[config.mk]
export PLATFORM = sky130hd
export DESIGN_NAME = uart_wb_initiator
export DESIGN_NICKNAME = d
export VERILOG_FILES = /design/src/rtl/uart_wb_initiator.sv
export SDC_FILE = /design/constraint.sdc
export NUM_CORES = 1
export LEC_CHECK = 0
export CORE_ASPECT_RATIO = 1.75
export CORE_MARGIN = 2
export CORE_UTILIZATION = 40
export CTS_BUF_LIST = sky130_fd_sc_hd__clkbuf_2
export DETAILED_ROUTE_END_ITERATION = 10
export DONT_BUFFER_PORTS = 1
export PLACE_DENSITY = 0.54
export SLEW_MARGIN = 20
export SYNTH_ARGS = -nofsm -noshare
export SYNTH_HDL_FRONTEND = slang
export SYNTH_SLANG_ARGS = --single-unit
[constraint.sdc]
create_clock -name wb_clk_i -period 2.71 [get_ports wb_clk_i]
set_clock_uncertainty 0.2 [all_clocks]
set_input_delay 0.271 -clock wb_clk_i [delete_from_list [all_inputs] [get_ports wb_clk_i]]
set_output_delay 0.271 -clock wb_clk_i [all_outputs]
set_load 0.01 [all_outputs]
[src/rtl/uart_wb_initiator.sv]
// Wishbone initiator for the uart_top register slave: one byte-wide command in,
// one Wishbone cycle out, one response back (read byte or timeout error).
module uart_wb_initiator #(
    parameter int ADDR_W  = 5,
    parameter int TMO_CYC = 16
) (
    input  logic              wb_clk_i,
    input  logic              wb_rst_i,
    input  logic              cmd_valid_i,
    output logic              cmd_ready_o,
    input  logic              cmd_we_i,
    input  logic [ADDR_W-1:0] cmd_addr_i,
    input  logic [7:0]        cmd_wdata_i,
    output logic              rsp_valid_o,
    input  logic              rsp_ready_i,
    output logic [7:0]        rsp_rdata_o,
    output logic              rsp_err_o,
    output logic [ADDR_W-1:0] wb_adr_o,
    output logic [31:0]       wb_dat_o,
    input  logic [31:0]       wb_dat_i,
    output logic              wb_we_o,
    output logic              wb_stb_o,
    output logic              wb_cyc_o,
    output logic [3:0]        wb_sel_o,
    input  logic              wb_ack_i
);

    localparam int CNT_W = $clog2(TMO_CYC + 1);

    // state  | meaning
    // S_IDLE | ready for a command, bus idle
    // S_BUS  | strobe asserted, waiting for ack or timeout
    // S_RESP | response presented, waiting for rsp_ready_i
    typedef enum logic [1:0] {S_IDLE, S_BUS, S_RESP} state_t;

    state_t            r_state, w_state_nxt;
    logic              r_cmd_ready, w_cmd_ready_nxt;
    logic              r_rsp_valid, w_rsp_valid_nxt;
    logic [7:0]        r_rsp_rdata, w_rsp_rdata_nxt;
    logic              r_rsp_err, w_rsp_err_nxt;
    logic [ADDR_W-1:0] r_wb_adr, w_wb_adr_nxt;
    logic [31:0]       r_wb_dat, w_wb_dat_nxt;
    logic              r_wb_we, w_wb_we_nxt;
    logic              r_wb_stb, w_wb_stb_nxt;
    logic [3:0]        r_wb_sel, w_wb_sel_nxt;
    logic [CNT_W-1:0]  r_cnt, w_cnt_nxt;
    logic [7:0]        w_lane;

    always_ff @(posedge wb_clk_i) begin
        if (wb_rst_i) begin
            r_state     <= S_IDLE;
            r_cmd_ready <= 1'b1;
            r_rsp_valid <= 1'b0;
            r_rsp_rdata <= '0;
            r_rsp_err   <= 1'b0;
            r_wb_adr    <= '0;
            r_wb_dat    <= '0;
            r_wb_we     <= 1'b0;
            r_wb_stb    <= 1'b0;
            r_wb_sel    <= '0;
            r_cnt       <= '0;
        end else begin
            r_state     <= w_state_nxt;
            r_cmd_ready <= w_cmd_ready_nxt;
            r_rsp_valid <= w_rsp_valid_nxt;
            r_rsp_rdata <= w_rsp_rdata_nxt;
            r_rsp_err   <= w_rsp_err_nxt;
            r_wb_adr    <= w_wb_adr_nxt;
            r_wb_dat    <= w_wb_dat_nxt;
            r_wb_we     <= w_wb_we_nxt;
            r_wb_stb    <= w_wb_stb_nxt;
            r_wb_sel    <= w_wb_sel_nxt;
            r_cnt       <= w_cnt_nxt;
        end
    end

    // Read byte comes from the lane selected by the low address bits.
    always_comb begin
        w_lane = wb_dat_i[7:0];
        case (r_wb_adr[1:0])
            2'd0: w_lane = wb_dat_i[7:0];
            2'd1: w_lane = wb_dat_i[15:8];
            2'd2: w_lane = wb_dat_i[23:16];
            2'd3: w_lane = wb_dat_i[31:24];
        endcase
    end

    always_comb begin
        w_state_nxt     = r_state;
        w_cmd_ready_nxt = r_cmd_ready;
        w_rsp_valid_nxt = r_rsp_valid;
        w_rsp_rdata_nxt = r_rsp_rdata;
        w_rsp_err_nxt   = r_rsp_err;
        w_wb_adr_nxt    = r_wb_adr;
        w_wb_dat_nxt    = r_wb_dat;
        w_wb_we_nxt     = r_wb_we;
        w_wb_stb_nxt    = r_wb_stb;
        w_wb_sel_nxt    = r_wb_sel;
        w_cnt_nxt       = r_cnt;
        case (r_state)
            S_IDLE: begin
                if (cmd_valid_i) begin
                    w_wb_adr_nxt    = cmd_addr_i;
                    w_wb_dat_nxt    = {4{cmd_wdata_i}};
                    w_wb_we_nxt     = cmd_we_i;
                    w_wb_sel_nxt    = 4'b0001 << cmd_addr_i[1:0];
                    w_wb_stb_nxt    = 1'b1;
                    w_cmd_ready_nxt = 1'b0;
                    w_cnt_nxt       = '0;
                    w_state_nxt     = S_BUS;
                end
            end
            S_BUS: begin
                // Ack is checked first so it wins over a coincident timeout.
                if (wb_ack_i || (r_cnt == CNT_W'(TMO_CYC - 1))) begin
                    w_rsp_rdata_nxt = (wb_ack_i && !r_wb_we) ? w_lane : 8'h00;
                    w_rsp_err_nxt   = !wb_ack_i;
                    w_rsp_valid_nxt = 1'b1;
                    w_wb_adr_nxt    = '0;
                    w_wb_dat_nxt    = '0;
                    w_wb_we_nxt     = 1'b0;
                    w_wb_stb_nxt    = 1'b0;
                    w_wb_sel_nxt    = '0;
                    w_state_nxt     = S_RESP;
                end else begin
                    w_cnt_nxt = r_cnt + CNT_W'(1);
                end
            end
            S_RESP: begin
                if (rsp_ready_i) begin
                    w_rsp_valid_nxt = 1'b0;
                    w_rsp_rdata_nxt = 8'h00;
                    w_rsp_err_nxt   = 1'b0;
                    w_cmd_ready_nxt = 1'b1;
                    w_state_nxt     = S_IDLE;
                end
            end
            default: w_state_nxt = S_IDLE;
        endcase
    end

    assign cmd_ready_o = r_cmd_ready;
    assign rsp_valid_o = r_rsp_valid;
    assign rsp_rdata_o = r_rsp_rdata;
    assign rsp_err_o   = r_rsp_err;
    assign wb_adr_o    = r_wb_adr;
    assign wb_dat_o    = r_wb_dat;
    assign wb_we_o     = r_wb_we;
    assign wb_stb_o    = r_wb_stb;
    assign wb_cyc_o    = r_wb_stb;
    assign wb_sel_o    = r_wb_sel;

endmodule
# Word level (Yosys, flattened, before mapping)
# Index checks and enable logic that the tools add are counted.
# totals
word_cells	71
out_inout_bits	55
inputBits	51
regBits	61
# op_classes
shift	1
addsub	1
n_eq_ne	10
n_reduce_logical	14
mux	34
# ops
op	n
2-to-1 mux 32 bit	2
one-hot mux 32 bit (2 select lines)	1
one-hot mux 8 bit (4 select lines)	1
2-to-1 mux 8 bit	3
2-to-1 mux 5 bit	4
one-hot mux 5 bit (2 select lines)	2
one-hot mux 8 bit (2 select lines)	1
AND reduction 3 bit	5
one-hot mux 1 bit (2 select lines)	5
2-to-1 mux 1 bit	8
2-to-1 mux 4 bit	2
!= test 2 bit, second input constant	4
one-hot mux 4 bit (2 select lines)	1
== test 2 bit, second input constant	3
2-to-1 mux 2 bit	3
one-hot mux 2 bit (3 select lines)	1
nonzero test 2 bit	3
adder 5 x 1 -> 5 bit, second input constant	1
== test 5 x 4 -> 1 bit, second input constant	1
== test 2 x 1 -> 1 bit, second input constant	2
logical NOT 2 bit	2
left shift 1 x 2 -> 4 bit, first input constant	1
logical NOT 1 bit	2
logical AND 1 bit	1
logical OR 1 bit	1

# Depth between registers and ports, before layout
# Gate-level depths: netlist (run 1).
# logic_depth
word_depth	5
depth_mapped	8
ltp_nobuf	6

# Least setup slack after synthesis (run 1)
# No wires, ideal clock.
# synth_timing
path_kind	flip-flop to flip-flop
from	reg r_cnt[0]
to	reg r_wb_adr[1], in the netlist wb_adr_o[1]
required_time_ps	2450
synth_period_minus_slack_ps	2124
t_arrival_ps	1865
n_path_buf	2
setup_time_ps	60
stages_incl_launch_ff	9
slack_ps	586
cell_sequence	dfxtp_1 > ha_1 > and3_1 > ha_1 > or3b_1 > buf_6 > a21oi_4 > buf_6 > a22o_1
# synth_between
elab_chain_len	4
# synth_rtl
item	line	text
start, declared	46	logic [CNT_W-1:0] r_cnt, w_cnt_nxt;
start signal, assigned	73	r_cnt <= w_cnt_nxt;
== test 5 x 4 -> 1 bit	115	if (wb_ack_i || (r_cnt == CNT_W'(TMO_CYC - 1))) begin
logical OR 1 bit	115	
!= test 2 bit (no line)	--	
AND reduction 3 bit (no line)	--	
end signal, assigned	68	r_wb_adr <= w_wb_adr_nxt;
end, declared	41	logic [ADDR_W-1:0] r_wb_adr, w_wb_adr_nxt;
# No other way between the ends.
# A chain may end at the register's enable or synchronous reset.

# Worst setup path in the final report (run 1)
# layout_timing
from	reg r_cnt[0]
to	reg r_wb_sel[0], in the netlist wb_sel_o[0]
# layout_between
elab_chain_len	4
# layout_rtl
item	line	text
== test 5 x 4 -> 1 bit	115	
logical OR 1 bit	115	
!= test 2 bit (no line)	--	
AND reduction 3 bit (no line)	--	
end signal, assigned	72	r_wb_sel <= w_wb_sel_nxt;
end, declared	45	logic [3:0] r_wb_sel, w_wb_sel_nxt;
# No other way between the ends.

==> impl_metrics.tcl, run 1 <==
set metrics [dict create \
    synthXorXnorAreaFrac 0 \
    drive_above_1_share 0.161 \
    hp-class "in -> reg" \
    fin_ws_ns 0.315 \
    p_leak_nw 0.652 \
    outcome "finished clean" \
    die_x_um 54.7 \
    yosys.cell_count.top_type "dfxtp_1" \
    synth_compound_area_frac 0.218 \
    maxSlewViolCount 0 \
    postPlaceCellArea_um2 1620 \
    ff2ff_setup_slack_ns 0.31 \
    grt_usage 0.162 \
    gp_congestion 0.790 \
    yosysSeqAreaShare 0.412 \
    cts.sinks 37 \
    ff2ff_path_depth 6 \
    vias 1223 \
    fin_area_um2 1840 \
    ant_nets 0 \
    top_usage_layer "met2" \
    via_per_inst 5.94 \
    grt_pass1_wl_um 6030 \
    drc_errors 0 \
    fin_crit_ns 2.40 \
    fin_crit_sh 0.884 \
    peakVddDrop_mv 0.381 \
    startpoint_type "flip-flop" \
    drt_first_pass_iters 4 \
    avgRoutedWirePerCell_um 18.6 \
    syn_area_per_cell_um2 11.0 \
    cts_max_level 2 \
    synth_commonest_cells "dfxtp_1, buf_4, a22o_1" \
    gr-usage-met2 0.255 \
    switchingPower_uw 292 \
    die_area_um2 5070 \
    synthSimpleGateAreaFrac 0.110 \
    coreArea_um2 4360 \
    grt_pass1_vias 1256 \
    worstMarginPinSlew_ns 0.707 \
    async_flop_share 0 \
    die_y_um 92.7 \
    synth_nets 216 \
    r2r-end "wb_sel_o[0]" \
    cts_buffers 5 \
    yosysWarnings 0 \
    fin_nets 207 \
    end_kind "flip-flop" \
    cts_tree "yes" \
    power_density_nw_per_um2 546 \
    p_sw_frac 0.291 \
    num_antenna_cells 0 \
    report.final.hold_viol_count 0 \
    grt-ovfl-total 0 \
    synth.distinct_cells 41 \
    grt_max_degree 19 \
    setup-tns-final_ns 0 \
    ys.flop_type "dfxtp_1" \
    path_max_fanout 18 \
    power.internal_uw 711 \
    clockBufferDepth 2 \
    clkPwrFrac 0.240 \
    rsz0062_at_grt "false" \
    synthAdderAreaFrac 0.0139 \
    crit_type "reg -> reg" \
    grt.met3_usage 0.0500 \
    cts_root_buf "clkbuf_2" \
    setup_viol 0 \
    clk_latency_ns 0.36 \
    synthMuxAreaShare 0.100 \
    routed_wl_um 3820 \
    synth.largest_area_cell "dfxtp_1" \
    synth_top_family_by_area "compound AO/OA/AOI/OAI gates" \
    synthCells 163 \
    top_level_ports 106 \
    synth_edf_count 0 \
    antenna_found_initial 0 \
    netlist_top_cells_area "dfxtp_1, buf_4, a22o_1, mux4_2, a21oi_1" \
    r2r_start "r_cnt[0]" \
    min_to "rsp_rdata_o[0]" \
    met1_usage 0.192 \
    pre_cts_ws_ns 0.357 \
    ys_ff_latch 37 \
    holdPathStages 2 \
    synthDominantCellAreaShare 0.412 \
    hpwl_um 2730 \
    rows 32 \
    drt_iter0_markers 25 \
    io_buffers 0 \
    max_slew_margin 0.525 \
    worstPathArrival_ns 2.52 \
    start_util 0.412 \
    combPwrFrac 0.123 \
    cts.clk_slew.worst_paths_ns 0.19 \
    hold_path.startpoint "wb_dat_i[0]" \
    max_freq_mhz 417 \
    max_cap_violations 0 \
    power.share.sequential 0.637 \
    mappedNetlistArea_um2 1800 \
    cp.required_ns 2.84 \
    area_growth_pct 2.02 \
]
-- cell usage in the layout (no fill, tap or decap), drive strengths merged, types with 3 or more instances in the layout --
cell type	count
dfxtp	37
a22o	23
dlygate4sd3	18
a21oi	9
mux4	8
nand2	7
clkbuf	6
nor2	5
nand2b	4
o21ai	3
a211oi	3
-- power groups by stage --
stage	Sequential, mW	Clock, mW	Combinational (mW)
finish	0.639	0.241	0.123
global route	0.646	0.271	0.135
CTS	0.640	0.257	0.123
detailed placement	0.651	0	0.0949
global placement	0.650	0	0.0923
floorplan	0.616	0	0.152
-- state kept, by name (all words and copies together), names as in the netlist --
register	cells
rsp_rdata_o	8
wb_dat_o	8
r_cnt	5
wb_adr_o	5
wb_sel_o	4
r_state	2
cmd_ready_o	1
rsp_err_o	1
rsp_valid_o	1
wb_cyc_o	1
wb_we_o	1
-- worst max-delay path, cell delays in order, from the launching register on --
cell,delay (ns)
dfxtp_1,0.37
ha_1,0.23
and3_1,0.18
ha_1,0.21
or3b_1,0.48
a21oi_4,0.46
a22o_2,0.23
-- how the worst max path moves through the flow --
| stage | from | end |
|---|---|---|
| 2_1_floorplan | r_cnt[0] | wb_adr_o[1] |
| 3_3_place_gp | r_cnt[0] | wb_sel_o[0] |
| 3_5_place_dp | r_cnt[0] | wb_sel_o[0] |
| 4_1_cts | r_cnt[0] | wb_adr_o[4] |
| 5_1_grt | r_cnt[0] | wb_adr_o[4] |
| 6_report | r_cnt[0] | wb_sel_o[0] |
-- cell type report --
type	instances	area, um2
clock buffers	6	30.0
multi-input cells	89	796
clock inverters	2	10.0
repair buffers	19	188
inverters	2	7.51
well taps	51	63.8
fillers	433	2530
flip-flops and latches	37	741
-- cell families (layout without fill, tap and decap cells) --
| logic type | count (synthesis) | after routing |
|---|---|---|
| compound gates | 49 | 49 |
| fa+ha+maj | 2 | 2 |
| buf+inv | 37 | 29 |
| flops | 37 | 37 |
| mux | 8 | 8 |
| simple gates | 30 | 30 |
-- metrics by stage --
stage | instances | utilization | total power [mW] | hold WS (ns)
3_5_place_dp | 180 | 0.370 | 0.746 | 0.146
6_report | 206 | 0.421 | 1.00 | 0.0346
2_1_floorplan | 163 | - | 0.768 | 0.159
5_1_grt | 206 | 0.421 | 1.05 | 0.00940
3_3_place_gp | 180 | 0.370 | 0.742 | 0.146
4_1_cts | 206 | 0.421 | 1.02 | 0.00243
-- what timing repair did --
action / in CTS / in global routing
buffers inserted: 0 / 0
gates resized for setup: 0 / 0
endpoints found under the hold margin: 37 / 0
setup endpoints to repair: 0 / 0
hold buffers: 18 / 0
-- per-layer routing --
| metal | vias to the layer above | share of wire |
|---|---|---|
| met5 | - | 0 |
| met1 | 590 | 0.38 |
| met3 | 7 | 0.084 |
| met2 | 59 | 0.51 |
| li1 | 567 | - |
| met4 | 0 | 0.025 |
Power figures use the tool's default switching activity.
==> inputs of run 2 (changes only) <==
--- a/config.mk
+++ b/config.mk
@@ -5,13 +5,13 @@
 export SDC_FILE = /design/constraint.sdc
 export NUM_CORES = 1
 export LEC_CHECK = 0
+export CAP_MARGIN = 15
 export CORE_ASPECT_RATIO = 1.75
 export CORE_MARGIN = 2
-export CORE_UTILIZATION = 40
+export CORE_UTILIZATION = 39
 export CTS_BUF_LIST = sky130_fd_sc_hd__clkbuf_2
 export DETAILED_ROUTE_END_ITERATION = 10
-export DONT_BUFFER_PORTS = 1
-export PLACE_DENSITY = 0.54
+export PLACE_DENSITY = 0.83
 export SLEW_MARGIN = 20
 export SYNTH_ARGS = -nofsm -noshare
 export SYNTH_HDL_FRONTEND = slang
==> run 2 against run 1 <==
Critical endpoint unchanged. Critical path depth stayed put. Final area is 49% higher. Global-route usage is 1.4 points higher. Sequential power is 4.7% lower. Non-clock buffer count is 88 higher. Via count is 26% higher.
==> impl_metrics.tcl, run 2 (synthesized netlist as in run 1, its figures left out) <==
set metrics [dict create \
    max_slew_margin 0.510 \
    hold_buffers 0 \
    cts_root_buf "clkbuf_2" \
    slowest_delay_ns 0.48 \
    die_area_um2 5190 \
    p_total_mw 1.24 \
    rsz0062_at_grt "false" \
    ant_nets 0 \
    die_y_um 93.9 \
    worstPathArrival_ns 2.56 \
    crit_family "compound AO/OA/AOI/OAI gates" \
    grt_max_degree 19 \
    fin_nets 295 \
    via_per_inst 5.24 \
    outcome "finished clean" \
    rows 32 \
    report.final.hold_viol_count 0 \
    clk_latency_ns 0.37 \
    die_x_um 55.3 \
    max_freq_mhz 412 \
    crit_type "reg -> reg" \
    top_level_ports 106 \
    maxSlewViolCount 0 \
    drc_errors 0 \
    final_cell_mix "clkdlybuf4s50_1, dfxtp_1, a22o_1, a21oi_1, mux4_2" \
    stdcell_count 294 \
    postCtsSetupRepairBufs 0 \
    grt_pass1_wl_um 7120 \
    fin_area_um2 2740 \
    peakVddDrop_mv 0.393 \
    power_density_nw_per_um2 453 \
    cpMaxStageDelayCell "or3b_1" \
    io_buffers 105 \
    antenna_found_initial 0 \
    hp-class "in -> reg" \
    crit_chain "ha_1 > and3_1 > ha_1 > or3b_1 > a21oi_4 > a22o_2" \
    num_antenna_cells 0 \
    fin_crit_sh 0.895 \
    startpoint_type "flip-flop" \
    grt-ovfl-total 0 \
    max_cap_violations 0 \
    grt_pass1_vias 1483 \
    drive_above_1_share 0.103 \
    end_kind "flip-flop" \
    setup_viol 0 \
    place_inst 286 \
    setup-tns-final_ns 0 \
    postPlaceCellArea_um2 2670 \
    avgRoutedWirePerCell_um 15.6 \
    cts_tree "yes" \
    drt_first_pass_iters 4 \
    crit_top_cell "ha_1" \
    cts_max_level 2 \
    multi_input_area_um2 796 \
    cts_buffers 5 \
    clockBufferDepth 2 \
    routed_wl_um 4600 \
    gp_congestion 0.804 \
    layout_commonest_cell "clkdlybuf4s50_1" \
    start_util 0.409 \
    path_max_fanout 18 \
    worstMarginPinSlew_ns 0.729 \
    path_buf_inv 0 \
    fill_cells 365 \
    drt_iter0_markers 24 \
    hpwl_um 3690 \
    p_leak_nw 0.973 \
    cts_resized 0 \
    cp.required_ns 2.85 \
    cts.sinks 37 \
    grt_usage 0.176 \
    coreArea_um2 4400 \
    hold_ws_ns 0.280 \
    fin_crit_ns 2.43 \
    cts.clk_slew.worst_paths_ns 0.19 \
    area_growth_pct 52.3 \
    regArea_um2 741 \
    vias 1542 \
]
## run 2: changes by cell type in the layout (fill, tap and decap cells not counted)
cell             change
clkinvlp_4           +1
clkbuf_2             -1
clkinv_2             -2
clkdlybuf4s50_1    +105
buf_4                +1
bufinv_16            +1
dlygate4sd3_1       -18
clkinv_1             +1
## run 2: worst paths after layout
path	startpoint	end	slack, ns	cells past startpoint
setup / recovery	r_cnt[0]	wb_sel_o[0]	0.28	6
hold / removal	cmd_wdata_i[7]	wb_dat_o[23]	0.28	2
setup reg to reg	r_cnt[0]	wb_sel_o[0]	0.28	6
hold reg to reg	rsp_valid_o	rsp_valid_o	0.29	2
## run 2: final cells by class
type                       count  share of cell area
clock buffer                   5             0.00913
clock inverter                 3              0.0151
inverter                       2             0.00274
multi-input combinational     89               0.290
sequential                    37               0.270
tap                           51              0.0233
timing repair buffer         107               0.389
## run 2: per-layer routing
| layer | global-route usage | up-vias | routed length [um] |
|---|---|---|---|
| li1 | - | 744 | - |
| met1 | 0.188 | 733 | 1740 |
| met2 | 0.320 | 56 | 2490 |
| met3 | 0.0399 | 9 | 219 |
| met4 | 0.0854 | 0 | 146 |
| met5 | 0 | - | 0 |
## run 2: power by group
group	internal [mW]	switching (mW)
clock network	0.153	0.181
registers	0.573	0.0357
logic	0.197	0.102
total	0.923	0.318
## run 2: metrics by stage
step | util | setup WS, ns
global route | 0.622 | 0.175
floorplan | - | 0.586
global placement | 0.607 | 0.406
CTS | 0.622 | 0.301
detailed placement | 0.607 | 0.304
finish | 0.622 | 0.284
